<file path="src/rtl/sdram_pkg.sv">
// Shared SDRAM command encodings and arbiter state type.
// Commands are {CS_n, RAS_n, CAS_n, WE_n}.
package sdram_pkg;

   localparam logic [3:0] CMD_NOP                = 4'b0111;
   localparam logic [3:0] CMD_ACTIVE             = 4'b0011;
   localparam logic [3:0] CMD_READ               = 4'b0101;
   localparam logic [3:0] CMD_WRITE              = 4'b0100;
   localparam logic [3:0] CMD_BURST_TERM         = 4'b0110;
   localparam logic [3:0] CMD_PRECHARGE          = 4'b0010;
   localparam logic [3:0] CMD_AUTO_REFRESH       = 4'b0001;
   localparam logic [3:0] CMD_LOAD_MODE_REGISTER = 4'b0000;

   localparam logic [10:0] ADDR_IDLE = 11'h7FF;

   typedef enum logic [2:0] {
      ST_INIT    = 3'd0,
      ST_ARB     = 3'd1,
      ST_REFRESH = 3'd2,
      ST_WRITE   = 3'd3,
      ST_READ    = 3'd4
   } arb_state_t;

   typedef enum logic {
      GRANT_WRITE = 1'b0,
      GRANT_READ  = 1'b1
   } grant_t;

endpackage

</file>
<file path="src/rtl/sdram_ref_timer.sv">
// Refresh period counter; raises ref_req every REF_PERIOD_CYC enabled cycles
// and flags ref_overrun when a new period expires with a refresh still unserviced.
module sdram_ref_timer #(
   parameter int unsigned REF_PERIOD_CYC = 750
) (
   input  logic clk,
   input  logic rst,
   input  logic enable,
   input  logic clear,
   output logic ref_req,
   output logic ref_overrun
);

   localparam int unsigned CW = (REF_PERIOD_CYC > 1) ? $clog2(REF_PERIOD_CYC) : 1;

   logic [CW-1:0] count;
   logic          terminal;

   assign terminal = enable && (count == CW'(REF_PERIOD_CYC - 1));

   always_ff @(posedge clk) begin
      if (rst) begin
         count <= '0;
      end else if (enable) begin
         if (terminal) count <= '0;
         else          count <= count + 1'b1;
      end
   end

   // A fresh period expiring wins over a same-cycle service clear.
   always_ff @(posedge clk) begin
      if (rst) begin
         ref_req     <= 1'b0;
         ref_overrun <= 1'b0;
      end else if (terminal) begin
         ref_req <= 1'b1;
         if (ref_req && !clear) ref_overrun <= 1'b1;
      end else if (clear) begin
         ref_req <= 1'b0;
      end
   end

endmodule

</file>
<file path="src/rtl/sdram_arbiter.sv">
// Post-init SDRAM command scheduler: init pass-through, periodic refresh,
// and round-robin bus grant between the write and read burst engines.
module sdram_arbiter
   import sdram_pkg::*;
#(
   parameter int unsigned REF_PERIOD_CYC = 750,
   parameter int unsigned tRP            = 3,
   parameter int unsigned tRFC           = 7
) (
   input  logic        clk,
   input  logic        rst,
   input  logic        init_done,
   input  logic [3:0]  init_cmd,
   input  logic [10:0] init_addr,
   input  logic [1:0]  init_ba,
   input  logic        wr_req,
   output logic        wr_ack,
   input  logic        wr_end,
   input  logic [3:0]  wr_cmd,
   input  logic [10:0] wr_addr,
   input  logic [1:0]  wr_ba,
   input  logic        rd_req,
   output logic        rd_ack,
   input  logic        rd_end,
   input  logic [3:0]  rd_cmd,
   input  logic [10:0] rd_addr,
   input  logic [1:0]  rd_ba,
   output logic        ref_req,
   output logic        ref_overrun,
   output logic [3:0]  sdr_cmd,
   output logic [10:0] sdr_addr,
   output logic [1:0]  sdr_ba,
   output logic [2:0]  arb_state
);

   localparam int unsigned STEP_LAST = tRP + 2 * tRFC - 1;
   localparam int unsigned SW        = $clog2(STEP_LAST + 1);

   arb_state_t    state;
   grant_t        last_grant;
   logic [SW-1:0] step;
   logic          wr_ok, rd_ok, grant_wr, grant_rd;
   logic          ref_clear;

   assign arb_state = state;

   // An engine whose end pulse is present this cycle is not eligible for a grant.
   always_comb begin
      wr_ok    = wr_req && !wr_end;
      rd_ok    = rd_req && !rd_end;
      grant_wr = wr_ok && (!rd_ok || (last_grant == GRANT_READ));
      grant_rd = rd_ok && !grant_wr;
   end

   assign ref_clear = (state == ST_ARB) && ref_req;

   sdram_ref_timer #(
      .REF_PERIOD_CYC (REF_PERIOD_CYC)
   ) u_ref_timer (
      .clk         (clk),
      .rst         (rst),
      .enable      (state != ST_INIT),
      .clear       (ref_clear),
      .ref_req     (ref_req),
      .ref_overrun (ref_overrun)
   );

   always_ff @(posedge clk) begin
      if (rst) begin
         state      <= ST_INIT;
         last_grant <= GRANT_READ;
         step       <= '0;
         wr_ack     <= 1'b0;
         rd_ack     <= 1'b0;
         sdr_cmd    <= CMD_NOP;
         sdr_addr   <= ADDR_IDLE;
         sdr_ba     <= '0;
      end else begin
         wr_ack <= 1'b0;
         rd_ack <= 1'b0;
         case (state)
            ST_INIT: begin
               sdr_cmd  <= init_cmd;
               sdr_addr <= init_addr;
               sdr_ba   <= init_ba;
               if (init_done) state <= ST_ARB;
            end
            ST_ARB: begin
               sdr_cmd  <= CMD_NOP;
               sdr_addr <= ADDR_IDLE;
               sdr_ba   <= '0;
               if (ref_req) begin
                  state <= ST_REFRESH;
                  step  <= '0;
               end else if (grant_wr) begin
                  state      <= ST_WRITE;
                  wr_ack     <= 1'b1;
                  last_grant <= GRANT_WRITE;
               end else if (grant_rd) begin
                  state      <= ST_READ;
                  rd_ack     <= 1'b1;
                  last_grant <= GRANT_READ;
               end
            end
            ST_REFRESH: begin
               sdr_addr <= ADDR_IDLE;
               sdr_ba   <= '0;
               if (step == '0)
                  sdr_cmd <= CMD_PRECHARGE;
               else if ((step == SW'(tRP)) || (step == SW'(tRP + tRFC)))
                  sdr_cmd <= CMD_AUTO_REFRESH;
               else
                  sdr_cmd <= CMD_NOP;
               step <= step + 1'b1;
               if (step == SW'(STEP_LAST)) state <= ST_ARB;
            end
            ST_WRITE: begin
               sdr_cmd  <= wr_cmd;
               sdr_addr <= wr_addr;
               sdr_ba   <= wr_ba;
               if (wr_end) state <= ST_ARB;
            end
            ST_READ: begin
               sdr_cmd  <= rd_cmd;
               sdr_addr <= rd_addr;
               sdr_ba   <= rd_ba;
               if (rd_end) state <= ST_ARB;
            end
            default: state <= ST_INIT;
         endcase
      end
   end

endmodule

</file>
<file path="config.mk">
export PLATFORM = sky130hd
export DESIGN_NAME = sdram_arbiter
export DESIGN_NICKNAME = d
export VERILOG_FILES = /design/src/rtl/sdram_pkg.sv /design/src/rtl/sdram_ref_timer.sv /design/src/rtl/sdram_arbiter.sv
export SDC_FILE = /design/constraint.sdc
export NUM_CORES = 1
export LEC_CHECK = 0
export CAP_MARGIN = 10
export CELL_PAD_IN_SITES_DETAIL_PLACEMENT = 1
export CELL_PAD_IN_SITES_GLOBAL_PLACEMENT = 2
export CORE_AREA = 2 2 93 95
export CTS_BUF_LIST = sky130_fd_sc_hd__clkbuf_4
export CTS_CLUSTER_DIAMETER = 120
export DETAILED_ROUTE_END_ITERATION = 10
export DIE_AREA = 0 0 95 97
export PLACE_DENSITY_LB_ADDON = 0.1
export SLEW_MARGIN = 20
export SYNTH_ARGS = -nofsm -noshare
export SYNTH_HDL_FRONTEND = slang
export SYNTH_HIERARCHICAL = 1
export SYNTH_SLANG_ARGS = --single-unit
export TNS_END_PERCENT = 100
</file>
<file path="constraint.sdc">
create_clock -name clk -period 5.8 [get_ports clk]
set_input_delay 0.58 -clock clk [delete_from_list [all_inputs] [get_ports clk]]
set_output_delay 0.58 -clock clk [all_outputs]
set_load 0.005 [all_outputs]
</file>
# == Word level (Yosys, flattened, before mapping) ==
# Cells that the tools add are included.
# totals
reg_bits,40
latchBits,0
ram_bits,0
romBits,0
input_bits,58
output_inout_bits,24
mem_count,0
# op_classes
n_addsub,2
multipliers,0
n_div,0
order_cmp,0
n_eq_ne,14
n_shift,0
muxes,22
bitwise_logic,2
reduce_logical,29
# ops
op,count
$pmux W11 S4,1
$mux W3,9
$pmux W4 S5,1
$pmux W3 S5,1
$add A10 B1 Y10 const B,1
$eq A10 B10 Y1 const B,1
$mux W10,1
$pmux W5 S2,1
$ne A2 B2 Y1 const B,4
$pmux W2 S4,1
$logic_and A1 B1 Y1,7
$eq A3 B2 Y1 const B,2
$mux W1,6
$reduce_bool A2 Y1,3
$add A5 B1 Y5 const B,1
$eq A5 B2 Y1 const B,1
$eq A5 B4 Y1 const B,1
$eq A5 B5 Y1 const B,1
$logic_not A1 Y1,5
$logic_not A5 Y1,1
$mux W5,1
$reduce_and A5 Y1,1
$reduce_bool A5 Y1,1
$ne A4 B3 Y1 const B,1
other kinds (13),16

# == Depth between registers and ports, before layout ==
# depth
word_depth,11
ltp_mapped,8
mapped_depth_nobuf,6

# == Hierarchy ==
# The synthesis kept the hierarchy.
# by_module_without_submodules
module,instances,cells_each,area_per_inst_um2,seq_area_each_um2
sdram_arbiter,1,210,1664.1,560.5
sdram_ref_timer,1,61,600.6,240.2

# == Least setup slack after synthesis ==
# No wires, ideal clock.
# synth_path
kind,register to register
from,register state[2] (netlist: arb_state[2])
to,register u_ref_timer.count[9]
setup_time_ns,0.066
arrival_ns,1.837
required_ns,5.734
slack_ns,3.896
stages_incl_launch_ff,9
cell_sequence,dfxtp_1 -> buf_2 -> nor3_2 -> inv_1 -> buf_2 -> buf_4 -> nand3_4 -> or4_4 -> a21oi_2
# synth_between
elab_chain_cells,3
# synth_rtl
item,line,text
start: declaration,sdram_arbiter.sv:39,arb_state_t state;
start signal: assignment,sdram_arbiter.sv:70,state <= ST_INIT;
start signal: assignment,sdram_arbiter.sv:86,if (init_done) state <= ST_ARB;
start signal: assignment,sdram_arbiter.sv:93,state <= ST_REFRESH;
$reduce_bool A3 Y1 *,sdram_arbiter.sv:62,".enable (state != ST_INIT),"
$logic_and A1 B1 Y1,sdram_ref_timer.sv:19,assign terminal = enable && (count == CW'(REF_PERIOD_CYC - 1));
$mux W10,sdram_ref_timer.sv:25,if (terminal) count <= '0;
end signal: assignment,sdram_ref_timer.sv:26,else count <= count + 1'b1;
end: declaration,sdram_ref_timer.sv:16,logic [CW-1:0] count;
# Every way passes the cells marked *; elsewhere a longest branch is shown, timed or not.
# A chain may end at the register's enable or synchronous reset.

# == Worst setup path in the final report ==
# layout_path
from,register state[2] (netlist: arb_state[2])
to,register sdr_cmd[0]
# layout_between
elab_chain_cells,2
# layout_rtl
item,line,text
"$eq A3 B3 Y1, or another cell as far along",sdram_arbiter.sv:81,case (state)
$pmux W4 S5 / $reduce_bool A5 Y1 (equally long branches),-,
end signal: assignment,sdram_arbiter.sv:83,sdr_cmd <= init_cmd;
end signal: assignment,sdram_arbiter.sv:118,sdr_cmd <= wr_cmd;
end signal: assignment,sdram_arbiter.sv:124,sdr_cmd <= rd_cmd;
end: declaration,sdram_arbiter.sv:30,"output logic [3:0] sdr_cmd,"
# Several ways; a longest one is shown, not always the timed one.

==> results.yml <==
outcome:
  status: "completed"
finish:
  drive_gt1_share_pct: 6.41
  area_growth_pct: 40.2
  design_area_um2: 3180
  fin_nets: 405
  antenna_cells: 0
power:
  ir_drop_mv: 0.0687
  pwr-share-seq_pct: 50.5
  p_leak_uw: 0.00107
  pwr-share-comb_pct: 23.9
  powerDensity_nw_per_um2: 188
  p_sw_uw: 171
  clkPwrFrac_pct: 25.6
  sw_frac_of_total_pct: 28.6
  p_int_uw: 425
yosys:
  netlist_area_um2: 2260
  synth-async-reset-ratio_pct: 0
  syn_nets: 334
  yosys.area.top_type: "dfxtp_1"
  ys.flop_type: "dfxtp_1"
  yosysSeqAreaShare_pct: 35.4
  synth.area.top_cells: "dfxtp_1 35%, a21oi_1 8.6%, o21ai_0 7.1%"
  synth-edff-count: 0
  yosys_warnings: 6
  yosys.area.top_type_share_pct: 35.4
  avgSynthCellArea_um2: 8.36
  synth-seq-cells: 40
  syn_inst: 271
  yosys.cell_types.count: 56
die:
  die_area_um2: 9220
  fp.coreArea_um2: 8130
  io_pins: 82
  die_w_um: 95
  start_util_pct: 27.8
  rows: 33
  die_h_um: 97
worst_setup_path:
  end_kind: "register"
  reg2regPathDepth: 4
  required_ns: 6.09
  arrival_ns: 3.08
  start_kind: "register"
  critical_path_class: "register to register"
  r2r-end: "sdr_cmd[0]"
  reg2reg_slack_ns: 3.01
  worst-path-max-fanout: 26
  timing.critical_path.from: "arb_state[2]"
  r2r_start: "arb_state[2]"
routing:
  drc_errors: 0
  drtIter0Drc: 76
  via_count: 2303
  wl_per_cell_um: 16.6
  routed_wl_mm: 7.43
  firstDrtPassIters: 4
  route.antenna.remaining_nets: 0
  vias_per_cell: 5.14
clock_tree:
  cts_buffers: 5
  cts_tree: "yes"
  root_buffer: "clkbuf_4"
  cts_resized: 0
  clock_latency_ns: 0.35
  cts_hold_buf: 0
  cts_setup_buffers: 0
  clockBufferDepth: 2
  cts_max_level: 2
  cts.clk_slew.worst_paths_ns: 0.13
  cts.sinks: 40
global_route:
  grt_usage_pct: 15.8
  grt-ovfl-total: 0
  grt_pass1_vias: 2252
  grt_pass1_wl_mm: 11.7
  grt_max_degree: 34
  antenna_found_initial: 0
placement:
  hpwl_mm: 5.27
  port_buffers: 81
  dpl_cell_area_um2: 3120
  gp_congestion: 0.734
  dp_slack_ns: 2.97
sta:
  setup_ws_ns: 3.01
  slew_headroom_pct: 32.3
  worst_clock_skew_ns: 0.0136
  whs_ns: 0.484
  setup_viol: 0
  drv_slew: 0
  worst_slew_pin_slew_ns: 1.01
  period_share_pct: 48.1
  rsz0062_at_grt: "no"
  final.setup.tns_ns: 0
  fmax_mhz: 358
  period_needed_ns: 2.79
  final-hold-violation-count: 0
hold_path:
  min-delay-start: "sdr_addr[1]"
  hp-class: "register to register"
  min_to: "sdr_addr[1]"
  whs_path_depth: 2
run:
  maxCapViolCount: 0
cells in the mapped netlist (6+ instances only):
master and number:
nand2_1 8, a21oi_1 39, nor2_1 19, buf_2 10, o21ai_0 32, dfxtp_1 40, nand2b_1 6, clkbuf_1 6
inv_1 9, o2bb2ai_1 11
per-layer routing:
layer | routed length, um | global-route usage [%]
met2 | 3310 | 24.6
met3 | 414 | 3.66
met4 | 79 | 3.34
met5 | 0 | 0
met1 | 3620 | 22.1
worst max path at each step:
stage	end	slack, ns	cells past startpoint
2_1_floorplan	u_ref_timer/count[9]	3.90	8
3_3_place_gp	sdr_cmd[0]	3.02	4
3_5_place_dp	sdr_cmd[0]	2.97	4
4_1_cts	sdr_cmd[0]	2.92	4
5_1_grt	sdr_cmd[0]	2.69	4
6_report	sdr_cmd[0]	3.01	4
placed cells by master (no fill, tap or decap), types with 6 or more instances in the layout:
| cell type | instances |
|---|---|
| o21ai_0 | 32 |
| nor2_1 | 19 |
| nand2_1 | 8 |
| a21oi_1 | 39 |
| clkbuf_4 | 7 |
| o2bb2ai_1 | 11 |
| nand2b_1 | 6 |
| inv_1 | 9 |
| dfxtp_1 | 40 |
| clkdlybuf4s50_1 | 81 |
state kept, by name, summed over array words and instances (netlist names), 2 cells and up:
register,flops
sdr_ba,2
step,5
sdr_cmd,4
u_ref_timer/count,10
arb_state,3
sdr_addr,11
final cells by class:
cell class	instances	area (um2)
clock buffer	7	52.6
multi-input combinational	202	1320
timing repair buffer	84	833
clock inverter	1	3.75
sequential	40	801
inverter	9	33.8
tap	105	131
fill	976	4960
cell families after synthesis:
family,synth area share [%]
xor+xnor,1.16
fa+ha+maj,2.76
mux,1.44
flops,35.4
buf+inv,6.35
simple gates,20.9
compound gates,32.0
power groups by stage:
stage          Clock (uW)  Combinational, uW  Sequential (uW)
2_1_floorplan           0               68.5              304
3_3_place_gp            0                143              307
3_5_place_dp            0                144              307
4_1_cts               161                145              301
5_1_grt               171                157              304
6_report              152                142              301
critical path: stages (launching register included):
cell and delay [ns]:
dfxtp_1 0.89, inv_1 0.58, nor2_1 0.92, a221oi_1 0.22, o21ai_0 0.11
stage by stage:
stage	utilization (%)	total power, uW	instances
floorplan	-	373	271
global placement	38.3	451	440
detailed placement	38.3	451	440
CTS	39.0	608	448
global route	39.0	631	448
finish	39.0	596	448
No activity file was read; power rests on OpenSTA's default activity.
